$ cat src/rtl/run_check_pkg.sv
// Shared types and helpers for the CPU run checker.
//   - run_state_e : checker FSM states
//   - cnt_w()     : width of a counter that must hold values 0..n
//   - DEF_SEED0/1 : default Fibonacci seeds
package run_check_pkg;

    typedef enum logic [2:0] {
        ST_IDLE = 3'd0,
        ST_HOLD = 3'd1,
        ST_RUN  = 3'd2,
        ST_PASS = 3'd3,
        ST_FAIL = 3'd4
    } run_state_e;

    localparam int DEF_SEED0 = 0;
    localparam int DEF_SEED1 = 1;

    // Bits needed to represent 0..n inclusive (never less than 1).
    function automatic int cnt_w(input int n);
        return (n < 1) ? 1 : $clog2(n + 1);
    endfunction

endpackage

$ cat src/rtl/fib_term_gen.sv
// Fibonacci-style term generator. term_o is the term the CPU should print
// next; advance_i steps the pair (a,b) -> (b, a+b), with the sum wrapping
// modulo 2^DATA_W. load_i reloads the seeds and takes priority.
// Ports:
//   clk_i, rst_ni   clock, async active-low reset (reloads seeds)
//   load_i          reload a=SEED0, b=SEED1
//   advance_i       step to the next term
//   term_o          current expected term (register a)
module fib_term_gen
    import run_check_pkg::*;
#(
    parameter int                DATA_W = 32,
    parameter logic [DATA_W-1:0] SEED0  = DATA_W'(DEF_SEED0),
    parameter logic [DATA_W-1:0] SEED1  = DATA_W'(DEF_SEED1)
) (
    input  logic              clk_i,
    input  logic              rst_ni,
    input  logic              load_i,
    input  logic              advance_i,
    output logic [DATA_W-1:0] term_o
);

    logic [DATA_W-1:0] a_q, b_q;

    always_ff @(posedge clk_i or negedge rst_ni) begin
        if (!rst_ni) begin
            a_q <= SEED0;
            b_q <= SEED1;
        end else if (load_i) begin
            a_q <= SEED0;
            b_q <= SEED1;
        end else if (advance_i) begin
            a_q <= b_q;
            b_q <= a_q + b_q;
        end
    end

    assign term_o = a_q;

endmodule

$ cat config.mk
export PLATFORM = sky130hd
export DESIGN_NAME = fib_term_gen
export DESIGN_NICKNAME = d
export VERILOG_FILES = /design/src/rtl/run_check_pkg.sv /design/src/rtl/fib_term_gen.sv
export SDC_FILE = /design/constraint.sdc
export NUM_CORES = 1
export LEC_CHECK = 0
export ABC_AREA = 1
export BUFFER_PORTS_ARGS = -buffer_cell sky130_fd_sc_hd__buf_2
export CAP_MARGIN = 5
export CORE_AREA = 5 5 104 131
export DETAILED_ROUTE_END_ITERATION = 8
export DIE_AREA = 0 0 109 136
export PLACE_DENSITY = 0.65
export SYNTH_ARGS = -nofsm -noshare
export SYNTH_HDL_FRONTEND = slang
export SYNTH_SLANG_ARGS = --single-unit
$ cat constraint.sdc
create_clock -name clk_i -period 4.2 [get_ports clk_i]
set_input_delay 0.63 -clock clk_i [delete_from_list [all_inputs] [get_ports clk_i]]
set_output_delay 0.63 -clock clk_i [all_outputs]
set_load 0.02 [all_outputs]
Yosys cells after proc, flatten, opt, wreduce, memory -nomap -nowiden:

Cells that the tools add are included.

* output and inout port bits: 32
* register bits after elaboration: 64
* input port bits: 4
* logic and storage cells: 8

* reductions and logical operators: 1
* add/subtract/negate cells: 1
* mux-type cells: 4

Operators by type and width (count)
* $mux 32: 4
* $add 32x32->32: 1
* $reduce_bool 2->1: 1

Logic depth before layout (Yosys ltp):

Gate-level depths: netlist of the first run.

* word-level depth: 3
* mapped depth: 13
* depth with buffers taken out: 13

Worst setup path before layout of the first run:

OpenSTA, ideal clock, no wires.

* kind: register -> register
* start point: register b_q[0]
* end point: register b_q[24]
* data arrival time: 1.821 ns
* data required time: 4.083 ns
* path slack: 2.262 ns
* period minus slack after synthesis: 1.938 ns
* library setup time: 0.117 ns
* cell stages (with the launch flop): 14
* buffers on the path: 0
* cell sequence: dfstp_2 > ha_1 > inv_1 > fa_1 > inv_1 > nand3_1 > nand3_1 > nand2_1 > nand2_1 > nand2_1 > nand3_1 > nand2_1 > nand3_1 > nand2_1

* longest elaborated chain between the ends: 3

RTL lines
* start: declaration: RTL line fib_term_gen.sv:23 `logic [DATA_W-1:0] a_q, b_q;`
* start signal: assignment: RTL line fib_term_gen.sv:34 `b_q <= a_q + b_q;`
* $add 32x32->32: RTL line fib_term_gen.sv:34
* $mux 32: RTL line fib_term_gen.sv:32 `end else if (advance_i) begin`
* $mux 32: RTL line fib_term_gen.sv:29 `end else if (load_i) begin`

No other way between the ends. The select of a mux whose other input is x is not followed.
A chain may end at the register's enable or synchronous reset.

Final worst setup path of the first run:

* start point: register b_q[0]
* end point: register b_q[16]

The elaborated chain is that of the path after synthesis.

==> results of run 1 <==
power groups by stage:
| stage | combinational, mW | clock [mW] | sequential, mW |
|---|---|---|---|
| 2_1_floorplan | 0.122 | 0 | 0.672 |
| 3_3_place_gp | 0.187 | 0 | 0.664 |
| 3_5_place_dp | 0.186 | 0 | 0.666 |
| 4_1_cts | 0.188 | 0.865 | 0.655 |
| 5_1_grt | 0.209 | 0.883 | 0.657 |
| 6_report | 0.184 | 0.851 | 0.655 |
per-layer routing:
metal / GRT usage / share of wire / vias to the layer above
li1: - / - / 2346
met1: 0.207 / 0.42 / 1989
met2: 0.313 / 0.51 / 71
met3: 0.0309 / 0.039 / 20
met4: 0.0772 / 0.026 / 0
met5: 0 / 0 / -
worst reg2reg max path, stage by stage, from the launching register on:
cell and delay (ps):
sky130_fd_sc_hd__dfstp_2 530, sky130_fd_sc_hd__ha_1 210, sky130_fd_sc_hd__inv_1 70, sky130_fd_sc_hd__fa_1 390, sky130_fd_sc_hd__inv_1 110, sky130_fd_sc_hd__nand3_1 70
sky130_fd_sc_hd__nand3_1 160, sky130_fd_sc_hd__nand2_1 80, sky130_fd_sc_hd__nand2_1 160, sky130_fd_sc_hd__nand3_1 90, sky130_fd_sc_hd__nand2_1 120, sky130_fd_sc_hd__nand2_1 60
sky130_fd_sc_hd__nand2_1 60, sky130_fd_sc_hd__o21ai_1 60
layout make-up:
type                            instances  area (um^2)  share of cell area
Multi-Input combinational cell        514         2610               0.475
Sequential cell                        64         1600               0.292
Inverter                              142          533              0.0970
Clock buffer                           13          280              0.0510
Tap cell                              168          210              0.0382
Timing Repair Buffer                   38          198              0.0360
Clock inverter                          2         60.1              0.0109
kinds of logic after synthesis:
family	synth area share
simple gates	0.343
buf+inv	0.123
compound gates	0.111
flops	0.334
fa+ha+maj	0.0850
xor+xnor	0.00365
how the worst max path moves through the flow:
stage / from / endpoint / slack, ps / cells past startpoint
after floorplan: b_q[0] / b_q[24] / 2260 / 13
after global placement: load_i / b_q[10] / 1800 / 8
after detailed placement: load_i / b_q[9] / 1750 / 8
after CTS: b_q[0] / b_q[16] / 1920 / 13
after global routing: b_q[0] / b_q[16] / 1760 / 13
final: b_q[0] / b_q[16] / 1900 / 13
through the flow:
stage	setup slack [ps]	cell area [um^2]	util
after CTS	1920	5500	0.444
after floorplan	2260	4800	-
after global placement	1800	5160	0.417
final	1900	5500	0.444
after global routing	1760	5500	0.444
after detailed placement	1750	5160	0.417
cell usage in the layout, fill, tap and decap left out, types with 2 or more instances in the layout:
cell	n
sky130_fd_sc_hd__nand3_2	7
sky130_fd_sc_hd__nand2_2	18
sky130_fd_sc_hd__clkbuf_16	9
sky130_fd_sc_hd__a22o_1	10
sky130_fd_sc_hd__clkbuf_8	4
sky130_fd_sc_hd__buf_4	3
sky130_fd_sc_hd__bufinv_16	2
sky130_fd_sc_hd__o21ai_1	8
sky130_fd_sc_hd__dfrtp_1	63
sky130_fd_sc_hd__and2_1	2
sky130_fd_sc_hd__o21bai_1	3
sky130_fd_sc_hd__o21ai_0	35
sky130_fd_sc_hd__xor2_1	2
sky130_fd_sc_hd__nand3_1	36
sky130_fd_sc_hd__nand2_1	269
sky130_fd_sc_hd__a21oi_1	28
sky130_fd_sc_hd__inv_1	138
sky130_fd_sc_hd__nand4_1	3
sky130_fd_sc_hd__nor2_4	2
sky130_fd_sc_hd__inv_2	4
sky130_fd_sc_hd__ha_1	31
sky130_fd_sc_hd__nor3_2	4
sky130_fd_sc_hd__nor2_2	4
sky130_fd_sc_hd__o22ai_1	7
sky130_fd_sc_hd__buf_2	35
sky130_fd_sc_hd__nor2_1	38
registers in the layout, summed over array words and instances (netlist names):
register,count
b_q,32
term_o,32
==> out/qor.json, run 1 <==
{
  "outcome": {
    "status": "finished clean"
  },
  "synthesis": {
    "synthesis.area_um2": 4800,
    "synth.yosys.seq_area_share": 0.334,
    "synth.top_cells.by_count": "sky130_fd_sc_hd__nand2_1 (269), sky130_fd_sc_hd__inv_1 (138), sky130_fd_sc_hd__dfrtp_1 (63)",
    "synth_most_common_cell": "sky130_fd_sc_hd__nand2_1",
    "yosysUniqueCellTypes": 32,
    "ys_async_sr_fraction": 1.00,
    "synth_enable_flop_cells": 0,
    "netlist_instances": 732,
    "post_synth_top_area_cell": "sky130_fd_sc_hd__dfrtp_1",
    "ys_top_cells_by_area": "sky130_fd_sc_hd__dfrtp_1 (33%), sky130_fd_sc_hd__nand2_1 (21%), sky130_fd_sc_hd__inv_1 (11%)",
    "synth_warnings": 0,
    "most_used_flip_flop_cell_after_synthesis": "sky130_fd_sc_hd__dfrtp_1",
    "synth.ff_latch_count": 64,
    "synth_area_per_cell_um2": 6.56,
    "synth.net_count": 768,
    "top_area_cell_type_share_of_the_netlist_area": 0.328
  },
  "sta": {
    "final_min_period_over_clock_period": 0.547,
    "setup_repair_after_global_routing_missed_its_margin": "false",
    "clock.fmax_ghz": 0.435,
    "hold-worst-slack_ps": 457,
    "report.final.setup_viol": 0,
    "timing.clock.skew_ps": 9.45,
    "tns_ps": 0,
    "final_period_minus_worst_setup_slack_ps": 2300,
    "worst_slew_pin_slew_ps": 977,
    "finalHoldViolCount": 0,
    "max-slew-margin-rel": 0.349,
    "finalMaxSlewViolations": 0
  },
  "drt": {
    "postRouteWirelength_um": 12100,
    "drc_errors": 0,
    "wl_per_cell_um": 12.8,
    "vias_per_cell": 4.70,
    "drtIter0Drc": 153,
    "first_pass_iters": 5,
    "detail-route-antenna-nets": 0,
    "via_count": 4426
  },
  "die": {
    "die_x_um": 109,
    "die_footprint_um2": 14800,
    "initial_core_util": 0.388,
    "floorplan.die.height_um": 136,
    "std_cell_rows": 46,
    "core-area_um2": 12400,
    "design.portCount": 36
  },
  "worst_setup_path": {
    "critPathCaptureType": "register",
    "timing.critical_path.buf_inv": 2,
    "cp_common_cell": "sky130_fd_sc_hd__nand2_1",
    "slowest_cell_on_the_critical_path": "sky130_fd_sc_hd__dfstp_2",
    "critical_path.max_fanout": 4,
    "crit_path_cell_trace": "ha_1 > inv_1 > fa_1 > inv_1 > nand3_1 > nand3_1 > nand2_1 > nand2_1 > nand3_1 > nand2_1 > nand2_1 > nand2_1 > o21ai_1",
    "worstSetupStartpointType": "register",
    "ff2ff_path_depth": 13,
    "worst-r2r-setup-slack_ps": 1900,
    "cpLargestDelayFamily": "simple AND/OR/NAND/NOR gates",
    "worst-setup-path-type": "register to register",
    "worstPathRequired_ps": 4430,
    "critical_path_arrival_ps": 2520,
    "max_stage_delay_ps": 530,
    "regToRegStartpoint": "b_q[0]",
    "worstReg2RegEnd": "b_q[16]"
  },
  "power_and_ir_drop": {
    "power_report.internal_total_mw": 1.28,
    "p_switching_mw": 0.408,
    "p_sw_frac": 0.241,
    "power.leakage_nw": 3.27,
    "power_consumption_mw": 1.69,
    "worst_ir_drop_vdd_uv": 203,
    "clkPwrFrac": 0.504,
    "comb_power_share": 0.109,
    "sequential_power_share": 0.388,
    "power_density_nw_per_um2": 307
  },
  "cts": {
    "numClockSinks": 64,
    "cts_made_buffers": 9,
    "cts-htree-levels": 3,
    "cts_tree": "yes",
    "cts-hold-fix-buffers": 0,
    "bufs_on_longest_clock_path": 2,
    "post_cts_setup_bufs": 0,
    "post_cts.resized_instances": 0,
    "worst_skew_pair.late_latency_ps": 340,
    "cts.root.buffer_cell": "sky130_fd_sc_hd__clkbuf_16",
    "cts.clk_slew.worst_paths_ps": 50
  },
  "finish": {
    "n_antenna_cell": 0,
    "finish.cell_count_without_fillers": 941,
    "syn2layout_area_growth_pct": 14.5,
    "final_nets": 805,
    "drive_gt1_frac": 0.123,
    "fill_cells": 1326
  },
  "global_routing": {
    "gr-usage-all-layers": 0.177,
    "grt_pass1_wl_um": 20600,
    "largest_net_degree_at_the_start_of_global_routing": 43,
    "antenna_found_initial": 0,
    "globalRoute.totalOverflow": 0,
    "grt_pass1_vias": 4400
  },
  "min_path": {
    "hold_path.class": "input pin to async pin"
  },
  "placed_design": {
    "gp_routability_congestion": 0.924,
    "placed_instances": 926,
    "number_of_i_o_port_buffers": 35,
    "place_hpwl_um": 9330
  },
  "job": {
    "max_cap_violations": 0
  }
}
Power figures use the tool's default switching activity.
==> run 2, diff against run 1 <==
==> constraint.sdc (replaced) <==
create_clock -name clk_i -period 2.37 [get_ports clk_i]
set_input_delay 0.3555 -clock clk_i [delete_from_list [all_inputs] [get_ports clk_i]]
set_output_delay 0.3555 -clock clk_i [all_outputs]
set_load 0.02 [all_outputs]
==> out/qor.json, run 2 (same netlist as run 1, synthesis figures left out) <==
{
  "worst_setup_path": {
    "worst-setup-path-type": {"value": "register to register", "change": "unchanged"},
    "worstPathRequired": {"value": 2600, "unit": "ps", "change": "was 4430 ps"},
    "worstReg2RegEnd": {"value": "b_q[16]", "change": "unchanged"},
    "ff2ff_path_depth": {"value": 13, "change": "unchanged"},
    "regToRegStartpoint": {"value": "b_q[0]", "change": "unchanged"},
    "critPathCaptureType": {"value": "register", "change": "unchanged"},
    "worst-r2r-setup-slack": {"value": 190, "unit": "ps", "change": "was 1900 ps"},
    "critical_path_arrival": {"value": 2400, "unit": "ps", "change": "was 2520 ps"},
    "critical_path.max_fanout": {"value": 4, "change": "unchanged"},
    "worstSetupStartpointType": {"value": "register", "change": "unchanged"},
    "startpoint": {"value": "b_q[0]", "change": "unchanged"}
  },
  "finish": {
    "finish.cell_count_without_fillers": {"value": 944, "change": "was 941"},
    "multi_input_comb_area": {"value": 2610, "unit": "um^2", "change": "unchanged"},
    "final_cell_mix": {"value": "sky130_fd_sc_hd__nand2_1 (269), sky130_fd_sc_hd__inv_1 (138), sky130_fd_sc_hd__dfrtp_1 (63)", "change": "unchanged"},
    "final-seq-area": {"value": 1600, "unit": "um^2", "change": "unchanged"},
    "most_frequent_standard_cell_in_the_layout_excluding_fill_and_tap_cells": {"value": "sky130_fd_sc_hd__nand2_1", "change": "unchanged"},
    "final_nets": {"value": 807, "change": "was 805"},
    "fill_cells": {"value": 1331, "change": "was 1,326"},
    "n_antenna_cell": {"value": 0, "change": "unchanged"},
    "utilization": {"value": 0.442, "change": "was 0.444"},
    "drive_gt1_frac": {"value": 0.125, "change": "was 0.123"},
    "syn2layout_area_growth": {"value": 13.9, "unit": "%", "change": "was 14.5%"}
  },
  "cts": {
    "cts_tree": {"value": "yes", "change": "unchanged"},
    "cts_made_buffers": {"value": 9, "change": "unchanged"},
    "cts.root.buffer_cell": {"value": "sky130_fd_sc_hd__clkbuf_16", "change": "unchanged"},
    "numClockSinks": {"value": 64, "change": "unchanged"},
    "cts-hold-fix-buffers": {"value": 0, "change": "unchanged"},
    "worst_skew_pair.late_latency": {"value": 340, "unit": "ps", "change": "about the same"},
    "cts-htree-levels": {"value": 3, "change": "unchanged"},
    "bufs_on_longest_clock_path": {"value": 2, "change": "unchanged"},
    "post_cts_setup_bufs": {"value": 0, "change": "unchanged"},
    "cts.clk_slew.worst_paths": {"value": 60, "unit": "ps", "change": "was 50 ps"},
    "post_cts.resized_instances": {"value": 0, "change": "unchanged"}
  },
  "sta": {
    "tns": {"value": 0, "unit": "ps", "change": "unchanged"},
    "report.final.setup_viol": {"value": 0, "change": "unchanged"},
    "setup_repair_after_global_routing_missed_its_margin": {"value": "false", "change": "unchanged"},
    "finalMaxSlewViolations": {"value": 0, "change": "unchanged"},
    "final_period_minus_worst_setup_slack": {"value": 2180, "unit": "ps", "change": "was 2300 ps"},
    "worst_slew_pin_slew": {"value": 628, "unit": "ps", "change": "was 977 ps"},
    "max-slew-margin-rel": {"value": 0.581, "change": "was 0.349"},
    "clock.fmax": {"value": 0.459, "unit": "GHz", "change": "was 0.435 GHz"},
    "timing.clock.skew": {"value": 6.72, "unit": "ps", "change": "was 9.45 ps"},
    "hold-worst-slack": {"value": 34.4, "unit": "ps", "change": "was 457 ps"},
    "final_min_period_over_clock_period": {"value": 0.918, "change": "was 0.547"},
    "finalHoldViolCount": {"value": 0, "change": "unchanged"}
  },
  "placed_design": {
    "placed_instances": {"value": 928, "change": "was 926"},
    "number_of_i_o_port_buffers": {"value": 35, "change": "unchanged"},
    "gp_routability_congestion": {"value": 0.959, "change": "was 0.924"},
    "place_hpwl": {"value": 9410, "unit": "um", "change": "was 9330 um"}
  },
  "power_and_ir_drop": {
    "power.leakage": {"value": 3.26, "unit": "nW", "change": "was 3.27 nW"},
    "power_density": {"value": 505, "unit": "nW/um^2", "change": "was 307 nW/um^2"},
    "worst_ir_drop_vdd": {"value": 285, "unit": "uV", "change": "was 203 uV"}
  },
  "drt": {
    "detail-route-antenna-nets": {"value": 0, "change": "unchanged"},
    "vias_per_cell": {"value": 4.73, "change": "was 4.70"},
    "first_pass_iters": {"value": 5, "change": "unchanged"},
    "drtIter0Drc": {"value": 207, "change": "was 153"},
    "via_count": {"value": 4464, "change": "was 4,426"},
    "wl_per_cell": {"value": 12.8, "unit": "um", "change": "about the same"},
    "drc_errors": {"value": 0, "change": "unchanged"},
    "postRouteWirelength": {"value": 12100, "unit": "um", "change": "about the same"}
  },
  "global_routing": {
    "globalRoute.totalOverflow": {"value": 0, "change": "unchanged"},
    "grt_pass1_vias": {"value": 4371, "change": "was 4,400"},
    "largest_net_degree_at_the_start_of_global_routing": {"value": 35, "change": "was 43"},
    "gr-usage-all-layers": {"value": 0.179, "change": "was 0.177"},
    "antenna_found_initial": {"value": 0, "change": "unchanged"},
    "grt_pass1_wl": {"value": 20500, "unit": "um", "change": "was 20,600 um"}
  },
  "die": {
    "die_x": {"value": 109, "unit": "um", "change": "unchanged"},
    "design.portCount": {"value": 36, "change": "unchanged"},
    "initial_core_util": {"value": 0.388, "change": "unchanged"},
    "std_cell_rows": {"value": 46, "change": "unchanged"},
    "floorplan.die.height": {"value": 136, "unit": "um", "change": "unchanged"},
    "die_footprint": {"value": 14800, "unit": "um^2", "change": "unchanged"},
    "core-area": {"value": 12400, "unit": "um^2", "change": "unchanged"}
  },
  "job": {
    "max_cap_violations": {"value": 0, "change": "unchanged"}
  },
  "min_path": {
    "hold_path.class": {"value": "input pin to async pin", "change": "unchanged"}
  },
  "outcome": {
    "status": {"value": "finished clean", "change": "unchanged"}
  }
}
## run 2: changes by cell type in the layout (fill, tap and decap cells not counted)
cell / delta
sky130_fd_sc_hd__clkbuf_8: -1
sky130_fd_sc_hd__clkinv_2: +3
sky130_fd_sc_hd__buf_12: +1
sky130_fd_sc_hd__clkbuf_1: +1
sky130_fd_sc_hd__buf_4: +1
sky130_fd_sc_hd__bufinv_16: -2
## run 2: per-layer routing
layer  wire length, um  GRT usage  up-vias  share of wire
li1                  -          -     2351              -
met1              5300      0.209     2025           0.44
met2              6040      0.314       66           0.50
met3               352     0.0266       22          0.029
met4               390     0.0940        0          0.032
met5                 0          0        -              0
## run 2: worst max-delay path by stage
stage	slack, ps	depth (start not counted)	to
finish	190	13	b_q[16]
global route	30	13	b_q[20]
CTS	190	13	b_q[20]
detailed placement	190	13	b_q[20]
global placement	230	13	b_q[16]
floorplan	430	13	b_q[24]
## run 2: through the flow
stage          instance area, um^2  setup slack [ps]  total power, mW
3_3_place_gp                  5180               234             1.52
6_report                      5470               194             2.77
5_1_grt                       5470              30.1             2.88
2_1_floorplan                 4800               432             1.41
4_1_cts                       5470               185             2.80
3_5_place_dp                  5180               195             1.52
## run 2: cell type report
type,instances,area share
Clock buffer,13,0.0494
Sequential cell,64,0.293
Inverter,142,0.0974
Timing Repair Buffer,40,0.0412
Tap cell,168,0.0384
Multi-Input combinational cell,514,0.478
Clock inverter,3,0.00274
## run 2: worst max-delay path, cell delays in order (launching register included)
cell and delay (ps):
sky130_fd_sc_hd__dfstp_2 520, sky130_fd_sc_hd__ha_1 190, sky130_fd_sc_hd__inv_1 70, sky130_fd_sc_hd__fa_1 410
sky130_fd_sc_hd__inv_1 120, sky130_fd_sc_hd__nand3_1 80, sky130_fd_sc_hd__nand3_1 150, sky130_fd_sc_hd__nand2_1 70
sky130_fd_sc_hd__nand2_1 120, sky130_fd_sc_hd__nand3_1 90, sky130_fd_sc_hd__nand2_1 90, sky130_fd_sc_hd__nand2_1 50
sky130_fd_sc_hd__nand2_1 60, sky130_fd_sc_hd__o21ai_1 50
## run 2: report_power, final
| part | leakage, nW | total, mW | switching [mW] | internal [mW] |
|---|---|---|---|---|
| Clock | 0.145 | 1.27 | 0.485 | 0.788 |
| Sequential | 0.887 | 1.16 | 0.0251 | 1.13 |
| Combinational | 2.23 | 0.333 | 0.220 | 0.113 |
| Total | 3.26 | 2.77 | 0.730 | 2.04 |
